===== src/rtl/irq_pkg.sv =====
// irq_pkg: shared widths and FSM encoding for the irq pending latch.
package irq_pkg;
  localparam int N_REQ_DEF = 8;
  localparam int IDX_W_DEF = 3;
  typedef enum logic [1:0] {
    ST_IDLE   = 2'd0,
    ST_OFFER  = 2'd1,
    ST_SETTLE = 2'd2
  } state_t;
endpackage


===== src/rtl/irq_edge_det.sv =====
// irq_edge_det: per-line rising-edge detector with a registered copy of the inputs.
module irq_edge_det #(
  parameter int N = 8
) (
  input  logic         clk,
  input  logic         rst_n,
  input  logic [N-1:0] irq_in,
  output logic [N-1:0] rise
);
  logic [N-1:0] r_irq_q;
  always_ff @(posedge clk) begin
    if (!rst_n) r_irq_q <= '0;
    else        r_irq_q <= irq_in;
  end
  assign rise = irq_in & ~r_irq_q;
endmodule


===== src/rtl/irq_pending_latch.sv =====
// irq_pending_latch: latches requests, offers them one at a time to a priority encoder via valid/ack.
// IRQ_EDGE_DETECT_EN selects rising-edge request capture; level capture otherwise.
module irq_pending_latch
  import irq_pkg::*;
#(
  parameter int N_REQ = N_REQ_DEF,
  parameter int IDX_W = IDX_W_DEF
) (
  input  logic             clk,
  input  logic             rst_n,
  input  logic             en,
  input  logic [N_REQ-1:0] irq_in,
  input  logic [N_REQ-1:0] mask,
  output logic [N_REQ-1:0] pend_o,
  input  logic [IDX_W-1:0] irq_idx_in,
  output logic             irq_valid,
  input  logic             irq_ack,
  output logic [N_REQ-1:0] ovr_o,
  input  logic             ovr_clr
);
  state_t           r_state;
  state_t           w_state_nxt;
  logic [N_REQ-1:0] r_pend;
  logic [N_REQ-1:0] r_ovr;
  logic [N_REQ-1:0] w_set;
  logic [N_REQ-1:0] w_clr;
  logic [N_REQ-1:0] w_ovr_new;
  logic             w_any;
`ifdef IRQ_EDGE_DETECT_EN
  irq_edge_det #(.N(N_REQ)) u_edge (
    .clk    (clk),
    .rst_n  (rst_n),
    .irq_in (irq_in),
    .rise   (w_set)
  );
`else
  assign w_set = irq_in;
`endif
  assign pend_o    = r_pend & mask & {N_REQ{en}};
  assign w_any     = |pend_o;
  assign irq_valid = r_state == ST_OFFER;
  assign w_clr     = (irq_valid && irq_ack) ? (N_REQ'(1) << irq_idx_in) : '0;
  // a set on a bit being cleared this cycle is a re-arm, not an overrun
  assign w_ovr_new = w_set & r_pend & ~w_clr;
  always_comb begin
    w_state_nxt = ST_IDLE;
    case (r_state)
      ST_IDLE:  w_state_nxt = w_any ? ST_OFFER : ST_IDLE;
      ST_OFFER: w_state_nxt = irq_ack ? ST_SETTLE : (w_any ? ST_OFFER : ST_IDLE);
      default:  w_state_nxt = ST_IDLE;
    endcase
  end
  always_ff @(posedge clk) begin
    if (!rst_n) begin
      r_state <= ST_IDLE;
      r_pend  <= '0;
      r_ovr   <= '0;
    end else begin
      r_state <= w_state_nxt;
      r_pend  <= (r_pend & ~w_clr) | w_set;
      r_ovr   <= (ovr_clr ? '0 : r_ovr) | w_ovr_new;
    end
  end
  assign ovr_o = r_ovr;
endmodule


===== config.mk =====
export PLATFORM = sky130hd
export DESIGN_NAME = irq_pending_latch
export DESIGN_NICKNAME = d
export VERILOG_FILES = /design/src/rtl/irq_pkg.sv /design/src/rtl/irq_edge_det.sv /design/src/rtl/irq_pending_latch.sv
export SDC_FILE = /design/constraint.sdc
export NUM_CORES = 1
export LEC_CHECK = 0
export CORE_UTILIZATION = 30
export CTS_CLUSTER_DIAMETER = 60
export DETAILED_ROUTE_END_ITERATION = 7
export GPL_TIMING_DRIVEN = 0
export PLACE_DENSITY = 0.61
export SYNTH_ARGS = -nofsm -noshare
export SYNTH_HDL_FRONTEND = slang
export SYNTH_SLANG_ARGS = --single-unit

===== constraint.sdc =====
create_clock -name clk -period 1.16 [get_ports clk]
set_clock_uncertainty 0.05 [all_clocks]
set_input_delay 0.232 -clock clk [delete_from_list [all_inputs] [get_ports clk]]
set_output_delay 0.232 -clock clk [all_outputs]
set_load 0.01 [all_outputs]

* After elaboration in Yosys (flattened, before gate mapping)
Index checks and enable logic that the tools add are counted. W data, S select, Z words.
Word-level totals: bits in registers 18, input bits 24, output and inout bits 17, logic and storage cells 21
Cells by class: equality and inequality tests 1, shifts and indexed selects 1, mux-type cells 5, bitwise operators 8, reduce and logical (&&, ||, !) cells 3
Operators with widths (number):
- $and A8 B8 Y8 | 5
- $mux W8 | 2
- $or A8 B8 Y8 | 2
- $not A8 Y8 | 1
- $reduce_or A8 Y1 | 1
- $shl A1 B3 Y8 const A | 1
- $pmux W2 S2 | 1
- $eq A2 B1 Y1 const B | 1
- $logic_not A2 Y1 | 1
- $mux W2 | 1
- $logic_and A1 B1 Y1 | 1
- $mux W1 | 1

* Depth between registers and ports, before layout
Gate-level depths: netlist of run 1.
depth in word-level cells 6, mapped depth 4, depth with buffers taken out 3

* Worst setup path before layout of run 1
Ideal clock, no wire load.
path kind reg-to-reg, start point register r_state[0], end point register r_ovr[6], in the netlist ovr_o[6], library setup time 118 ps, arrival 959 ps, data required time 992 ps, slack 33 ps, cell stages (with the launch flop) 4, path buffers 0, period minus slack after synthesis 1127 ps, path through dfxtp_1 or3b_4 o21ai_2 o21ai_1
On the way: longest elaborated chain between the ends 6
RTL lines:
- start, declared | line irq_pending_latch.sv:21 | state_t r_state;
- start signal, assigned | line irq_pending_latch.sv:59 | r_state <= w_state_nxt;
- $eq A2 B1 Y1 | line irq_pending_latch.sv:41 | assign irq_valid = r_state == ST_OFFER;
- $logic_and A1 B1 Y1 | line irq_pending_latch.sv:42 | assign w_clr = (irq_valid && irq_ack) ? (N_REQ'(1) << irq_idx_in) : '0;
- $mux W8 | line irq_pending_latch.sv:42
- $not A8 Y8 | line irq_pending_latch.sv:44 | assign w_ovr_new = w_set & r_pend & ~w_clr;
- $and A8 B8 Y8 | line irq_pending_latch.sv:44
- $or A8 B8 Y8 | line irq_pending_latch.sv:61 | r_ovr <= (ovr_clr ? '0 : r_ovr) | w_ovr_new;
- end signal, assigned | line irq_pending_latch.sv:61
- end, declared | line irq_pending_latch.sv:24 | logic [N_REQ-1:0] r_ovr;
No other way between the ends. A chain may end at the register's enable or synchronous reset.

* Worst setup path after layout of run 1
start point register r_pend[3], end point output pend_o[3]
On the way: longest elaborated chain between the ends 2
RTL lines:
- start, declared | line irq_pending_latch.sv:23 | logic [N_REQ-1:0] r_pend;
- start signal, assigned | line irq_pending_latch.sv:60 | r_pend <= (r_pend & ~w_clr) | w_set;
- $and A8 B8 Y8 (2 in series) | line irq_pending_latch.sv:39 | assign pend_o = r_pend & mask & {N_REQ{en}};
- end, declared | line irq_pending_latch.sv:14 | output logic [N_REQ-1:0] pend_o,
No other way between the ends.

==> results of run 1 <==
## critical path, stage by stage (launching register included)
cell and delay [ns]:
dfxtp_2 0.35, and3_4 0.18, buf_6 0.09
## flip-flops by register name, summed over array words and instances (netlist names)
signal   count
ovr_o        8
r_pend       8
r_state      2
## synthesized netlist by cell type
master,count,area (um2)
or3b_4,1,11.3
nand3_1,9,45.0
nor2_2,2,12.5
a221oi_1,2,17.5
dfxtp_1,18,360
o21ai_0,2,10.0
a22o_1,2,17.5
buf_2,3,15.0
o21ai_2,1,8.76
inv_1,1,3.75
or3b_1,1,8.76
nor2_1,3,11.3
nor2b_1,1,6.26
nor3_2,1,10.0
and3_1,9,56.3
clkbuf_1,1,3.75
o21ai_1,13,65.1
nor3_1,1,5.00
a21boi_1,1,7.51
a211oi_1,1,7.51
nand2_1,17,63.8
nand3b_1,10,75.1
## stage by stage
stage | cells | hold slack [ns]
global placement | 169 | 0.414
detailed placement | 169 | 0.417
CTS | 181 | 0.174
floorplan | 100 | 0.291
global route | 181 | 0.192
finish | 181 | 0.187
## placed cells by master (no fill, tap or decap), types with 6 or more instances in the layout
master	n
buf_2	10
buf_4	9
buf_6	6
clkdlybuf4s50_1	9
dfxtp_2	15
dlygate4sd2_1	12
nand2_1	17
nand3_1	9
nand3b_1	10
o21ai_1	15
## cells by family (layout without fill, tap and decap cells)
group	after synthesis	count (layout)	share of synthesized area, %
AND/OR/NAND/NOR	55	55	37.1
AO/OA/AOI/OAI	22	22	16.3
flip-flops	18	18	43.8
buffers and inverters	5	56	2.74
## worst paths after layout
path | depth (start not counted) | to | slack [ns]
worst max-delay path | 2 | pend_o[3] | -0.04
worst min-delay path | 3 | ovr_o[0] | 0.19
worst max register to register | 3 | ovr_o[6] | -0.04
worst min register to register | 2 | ovr_o[1] | 0.43
## metal layers
metal | vias up | share of wire, % | GRT usage (%)
met5 | - | 0 | 0
met4 | 0 | 0.52 | 3.85
met3 | 2 | 5.4 | 6.11
met2 | 27 | 49 | 31.1
met1 | 429 | 45 | 21.5
li1 | 462 | - | -
## power by group through the flow
stage	clock network (W)	logic, W	registers (W)
floorplan	0	0.000110	0.000715
global placement	0	0.000293	0.000713
detailed placement	0	0.000295	0.000714
CTS	0.000327	0.000327	0.000698
global route	0.000352	0.000369	0.000706
finish	0.000314	0.000341	0.000701
## final cells by class
class	count	share of cell area (%)
multi-input combinational	77	36.5
timing repair buffer	48	30.1
sequential	18	27.4
tap	30	2.72
clock buffer	3	1.63
buffer	4	1.36
inverter	1	0.272
## timing repair
action / in CTS / in global routing
endpoints found under the setup margin: 28 / 32
buffers inserted: 9 / 0
pin swaps: 10 / 11
resized for setup: 96 / 21
==> impl_metrics.csv, run 1 <==
group,metric,value,unit
routing,wire_per_inst,13.8,um
routing,drt-initial-drc-count,11,
timing,finalCriticalPeriod,1.20,ns
worst_setup_path,criticalPathCategory,"flop to output port",
timing,drv_slew,0,
yosys,ys_warn_count,0,
routing,vias,920,
timing,min_period_over_period,103,%
yosys,ys_types,22,
timing,rsz0062_at_grt,"true",
global_routing,antenna_found_initial,0,
worst_setup_path,endpoint_kind,"output port",
clocking,numClockSinks,18,
floorplanning,die-width,54.3,um
power_and_ir_drop,p_clk_share,23.2,%
min_path,hp-class,"primary input to flop",
cells_and_area,seqCellArea,379,um2
yosys,netlist_instances,100,
floorplanning,core_area,2520,um2
power_and_ir_drop,internal-power,0.000983,W
yosys,synth_seq_cells,18,
cells_and_area,utilization,54.8,%
cells_and_area,nFillCells,260,
global_routing,gr-total-overflow,0,
power_and_ir_drop,p_per_area,981,nW/um2
cells_and_area,drive_gt1_share,43.0,%
power_and_ir_drop,p_sw_share,27.5,%
floorplanning,die-area,2950,um2
power_and_ir_drop,combPwrFrac,25.1,%
yosys,syn_area,822,um2
clocking,clk-insertion-delay-late,0.29,ns
timing,setup_viol,15,
power_and_ir_drop,total_power,0.00136,W
worst_setup_path,cp.required,0.88,ns
global_routing,grt_max_degree,11,
status,violations,"setup timing",
timing,relSlewSlack,67.6,%
timing,setup_ws,-0.0405,ns
global_routing,grt_pass1_wl,3710,um
power_and_ir_drop,power_frac_seq,51.7,%
global_routing,grt.total_usage,18.1,%
power_and_ir_drop,ir_drop,742,uV
worst_setup_path,worst-path-max-fanout,3,
cells_and_area,stdcell_area,1380,um2
run,maxCapViolCount,0,
clocking,htree_levels,1,
min_path,worstHoldStart,"rst_n",
clocking,path_clk_slew,0.10,ns
yosys,yosysSeqAreaShare,43.8,%
timing,fmax,833,MHz
clocking,max-clock-path-buffers,2,
worst_setup_path,critPathLaunchType,"flop",
cells_and_area,multi_input_area,504,um2
clocking,cts_hold_buf,0,
floorplanning,fp-row-count,18,
routing,wirelength,2500,um
worst_setup_path,worstSetupStartpoint,"r_pend[3]",
placed_design,post_dp_cell_area,1250,um2
placed_design,port_buffers,39,
power_and_ir_drop,p_switching,0.000372,W
yosys,synth.avg_cell_area,8.22,um2
global_routing,grt_pass1_vias,840,
status,status,"complete, but fails checks",
timing,tightest_slew,0.487,ns
routing,viasPerCell,5.08,
routing,antenna_left,0,
cells_and_area,n_antenna_cell,0,
clocking,numCtsBuffers,3,
placed_design,gp_congestion,0.746,
yosys,synth_fp_nets,124,
clocking,tritoncts,"yes",
power_and_ir_drop,power_leakage,0.594,nW
worst_setup_path,arrival,0.92,ns
placed_design,dp_hpwl,1720,um
cells_and_area,layout.nets,177,
routing,drc_errors,0,
floorplanning,fp.dieH,54.3,um
worst_setup_path,regToRegStartpoint,"r_state[1]",
cells_and_area,layout-area-overhead-vs-synth,68.0,%
floorplanning,initial_utilization,32.6,%
clocking,root_buffer,"clkbuf_4",
placed_design,dp_slack,-0.734,ns
timing,fin_tns_setup,-0.414,ns
floorplanning,ios,41,
routing,drt_pre_antenna_iters,4,
timing,hold_violations,0,
Note: power is estimated with default switching activity, not from simulation.
==> run 2, diff against run 1 <==
CELL_PAD_IN_SITES_DETAIL_PLACEMENT = 1   (was default)
CELL_PAD_IN_SITES_GLOBAL_PLACEMENT = 2   (was default)
CORE_UTILIZATION = 19   (was 30)
PLACE_DENSITY = 0.71   (was 0.61)
TNS_END_PERCENT = 5   (was default)
==> impl_metrics.csv, run 2 (synthesis gave the netlist of run 1 again) <==
group,metric,value,unit
floorplanning,die-area,4590,um2
power_and_ir_drop,internal-power,0.00112,W
routing,vias,932,
global_routing,grt.total_usage,13.7,%
clocking,htree_levels,1,
routing,viasPerCell,4.83,
cells_and_area,drive_gt1_share,28.7,%
min_path,worstHoldStart,"rst_n",
clocking,root_buffer,"clkbuf_8",
power_and_ir_drop,combPwrFrac,18.9,%
clocking,max-clock-path-buffers,2,
worst_setup_path,critPathLaunchType,"flop",
routing,wirelength,2960,um
worst_setup_path,cp_slowest_cell,"or3b_4",
worst_setup_path,regToRegStartpoint,"r_state[0]",
clocking,path_clk_slew,0.08,ns
global_routing,grt_pass1_vias,930,
timing,setup_ws,-0.0455,ns
floorplanning,fp-row-count,23,
routing,drt-initial-drc-count,20,
clocking,cts_hold_buf,0,
worst_setup_path,crit_chain,"or3b_4 -> o21ai_2 -> o21ai_1",
floorplanning,die-width,67.8,um
timing,drv_slew,0,
placed_design,gp_congestion,0.723,
floorplanning,core_area,4090,um2
clocking,post-cts-setup-buffers,0,
power_and_ir_drop,p_sw_share,26.4,%
cells_and_area,layout.nets,168,
placed_design,dp_slack,-0.750,ns
power_and_ir_drop,p_clk_share,34.3,%
status,status,"complete, but fails checks",
cells_and_area,n_antenna_cell,0,
worst_setup_path,arrival,1.30,ns
routing,drt_pre_antenna_iters,4,
cells_and_area,final_cell_mix,"nand2_1, o21ai_1, buf_2",
cells_and_area,seqCellArea,375,um2
floorplanning,initial_utilization,20.1,%
power_and_ir_drop,power_frac_seq,46.8,%
timing,setup_viol,11,
cells_and_area,layout-area-overhead-vs-synth,63.5,%
timing,finalCriticalPeriod,1.21,ns
routing,drc_errors,0,
clocking,numClockSinks,18,
power_and_ir_drop,ir_drop,373,uV
cells_and_area,nFillCells,492,
min_path,hp-class,"primary input to flop",
timing,tightest_slew,0.573,ns
worst_setup_path,critPathMaxStageDelay,0.45,ns
cells_and_area,final_common_cell,"nand2_1",
timing,rsz0062_at_grt,"true",
run,maxCapViolCount,0,
placed_design,dp_hpwl,2190,um
placed_design,port_buffers,39,
global_routing,antenna_found_initial,0,
status,violations,"setup timing",
cells_and_area,multi_input_area,489,um2
clocking,numCtsBuffers,3,
power_and_ir_drop,p_switching,0.000402,W
worst_setup_path,criticalPathCategory,"flop to flop",
timing,whs,0.246,ns
timing,min_period_over_period,104,%
timing,fmax,830,MHz
timing,fin_tns_setup,-0.247,ns
power_and_ir_drop,p_per_area,1130,nW/um2
global_routing,gr-total-overflow,0,
worst_setup_path,worstSetupStartpoint,"r_state[0]",
floorplanning,fp.dieH,67.8,um
worst_setup_path,worst-path-max-fanout,4,
timing,relSlewSlack,61.8,%
global_routing,grt_max_degree,11,
clocking,tritoncts,"yes",
worst_setup_path,cp.required,1.26,ns
global_routing,grt_pass1_wl,4570,um
routing,wire_per_inst,15.3,um
floorplanning,ios,41,
timing,hold_violations,0,
routing,antenna_left,0,
power_and_ir_drop,power_leakage,0.591,nW
worst_setup_path,endpoint_kind,"flop",
clocking,clk-insertion-delay-late,0.25,ns
==> run 2: timing repair <==
item,in CTS,in global routing
endpoints found under the setup margin,30,34
resized for setup,71,21
pin swaps,6,7
==> run 2: layout make-up <==
| cell class | count | area share, % |
|---|---|---|
| Multi-Input combinational cell | 77 | 36.4 |
| Clock buffer | 4 | 4.10 |
| Buffer | 4 | 1.40 |
| Sequential cell | 18 | 27.9 |
| Inverter | 1 | 0.279 |
| Tap cell | 50 | 4.66 |
| Timing Repair Buffer | 39 | 25.2 |
==> run 2: power groups by stage <==
stage | logic [W] | registers, W | clock network, W
after global placement | 0.000297 | 0.000716 | 0
after floorplan | 0.000110 | 0.000715 | 0
final | 0.000289 | 0.000712 | 0.000522
after detailed placement | 0.000304 | 0.000718 | 0
after CTS | 0.000284 | 0.000710 | 0.000539
after global routing | 0.000314 | 0.000720 | 0.000569
==> run 2: layer usage <==
metal	track usage [%]	vias up	share of wire, %
li1	-	444	-
met1	17.9	453	45
met2	22.5	33	48
met3	3.38	2	6.8
met4	3.13	0	0.20
met5	0	-	0
==> run 2: path summary, 6_finish.rpt <==
kind	endpoint	slack, ns	cells past startpoint
setup / recovery	ovr_o[6]	-0.05	3
hold / removal	ovr_o[1]	0.25	3
setup reg to reg	ovr_o[6]	-0.05	3
hold reg to reg	r_state[0]	0.42	1
==> run 2: stage by stage <==
stage	total power, W	instances	instance area, um2	util (%)
floorplan	0.000825	100	822	-
global placement	0.00101	189	1270	31.2
detailed placement	0.00102	189	1270	31.2
CTS	0.00153	193	1320	32.3
global route	0.00160	193	1340	32.9
finish	0.00152	193	1340	32.9
==> run 2: worst max-delay path, delay by kind of cell, from the launching register on <==
kind | cells | cell delay, ns
flops | 1 | 0.35
compound gates | 2 | 0.25
simple gates | 1 | 0.45
==> run 3, diff against run 2 <==
CAP_MARGIN = 15   (was default)
==> results of run 3 <==
Final layout, timing and power as in run 2 (identical DEF).
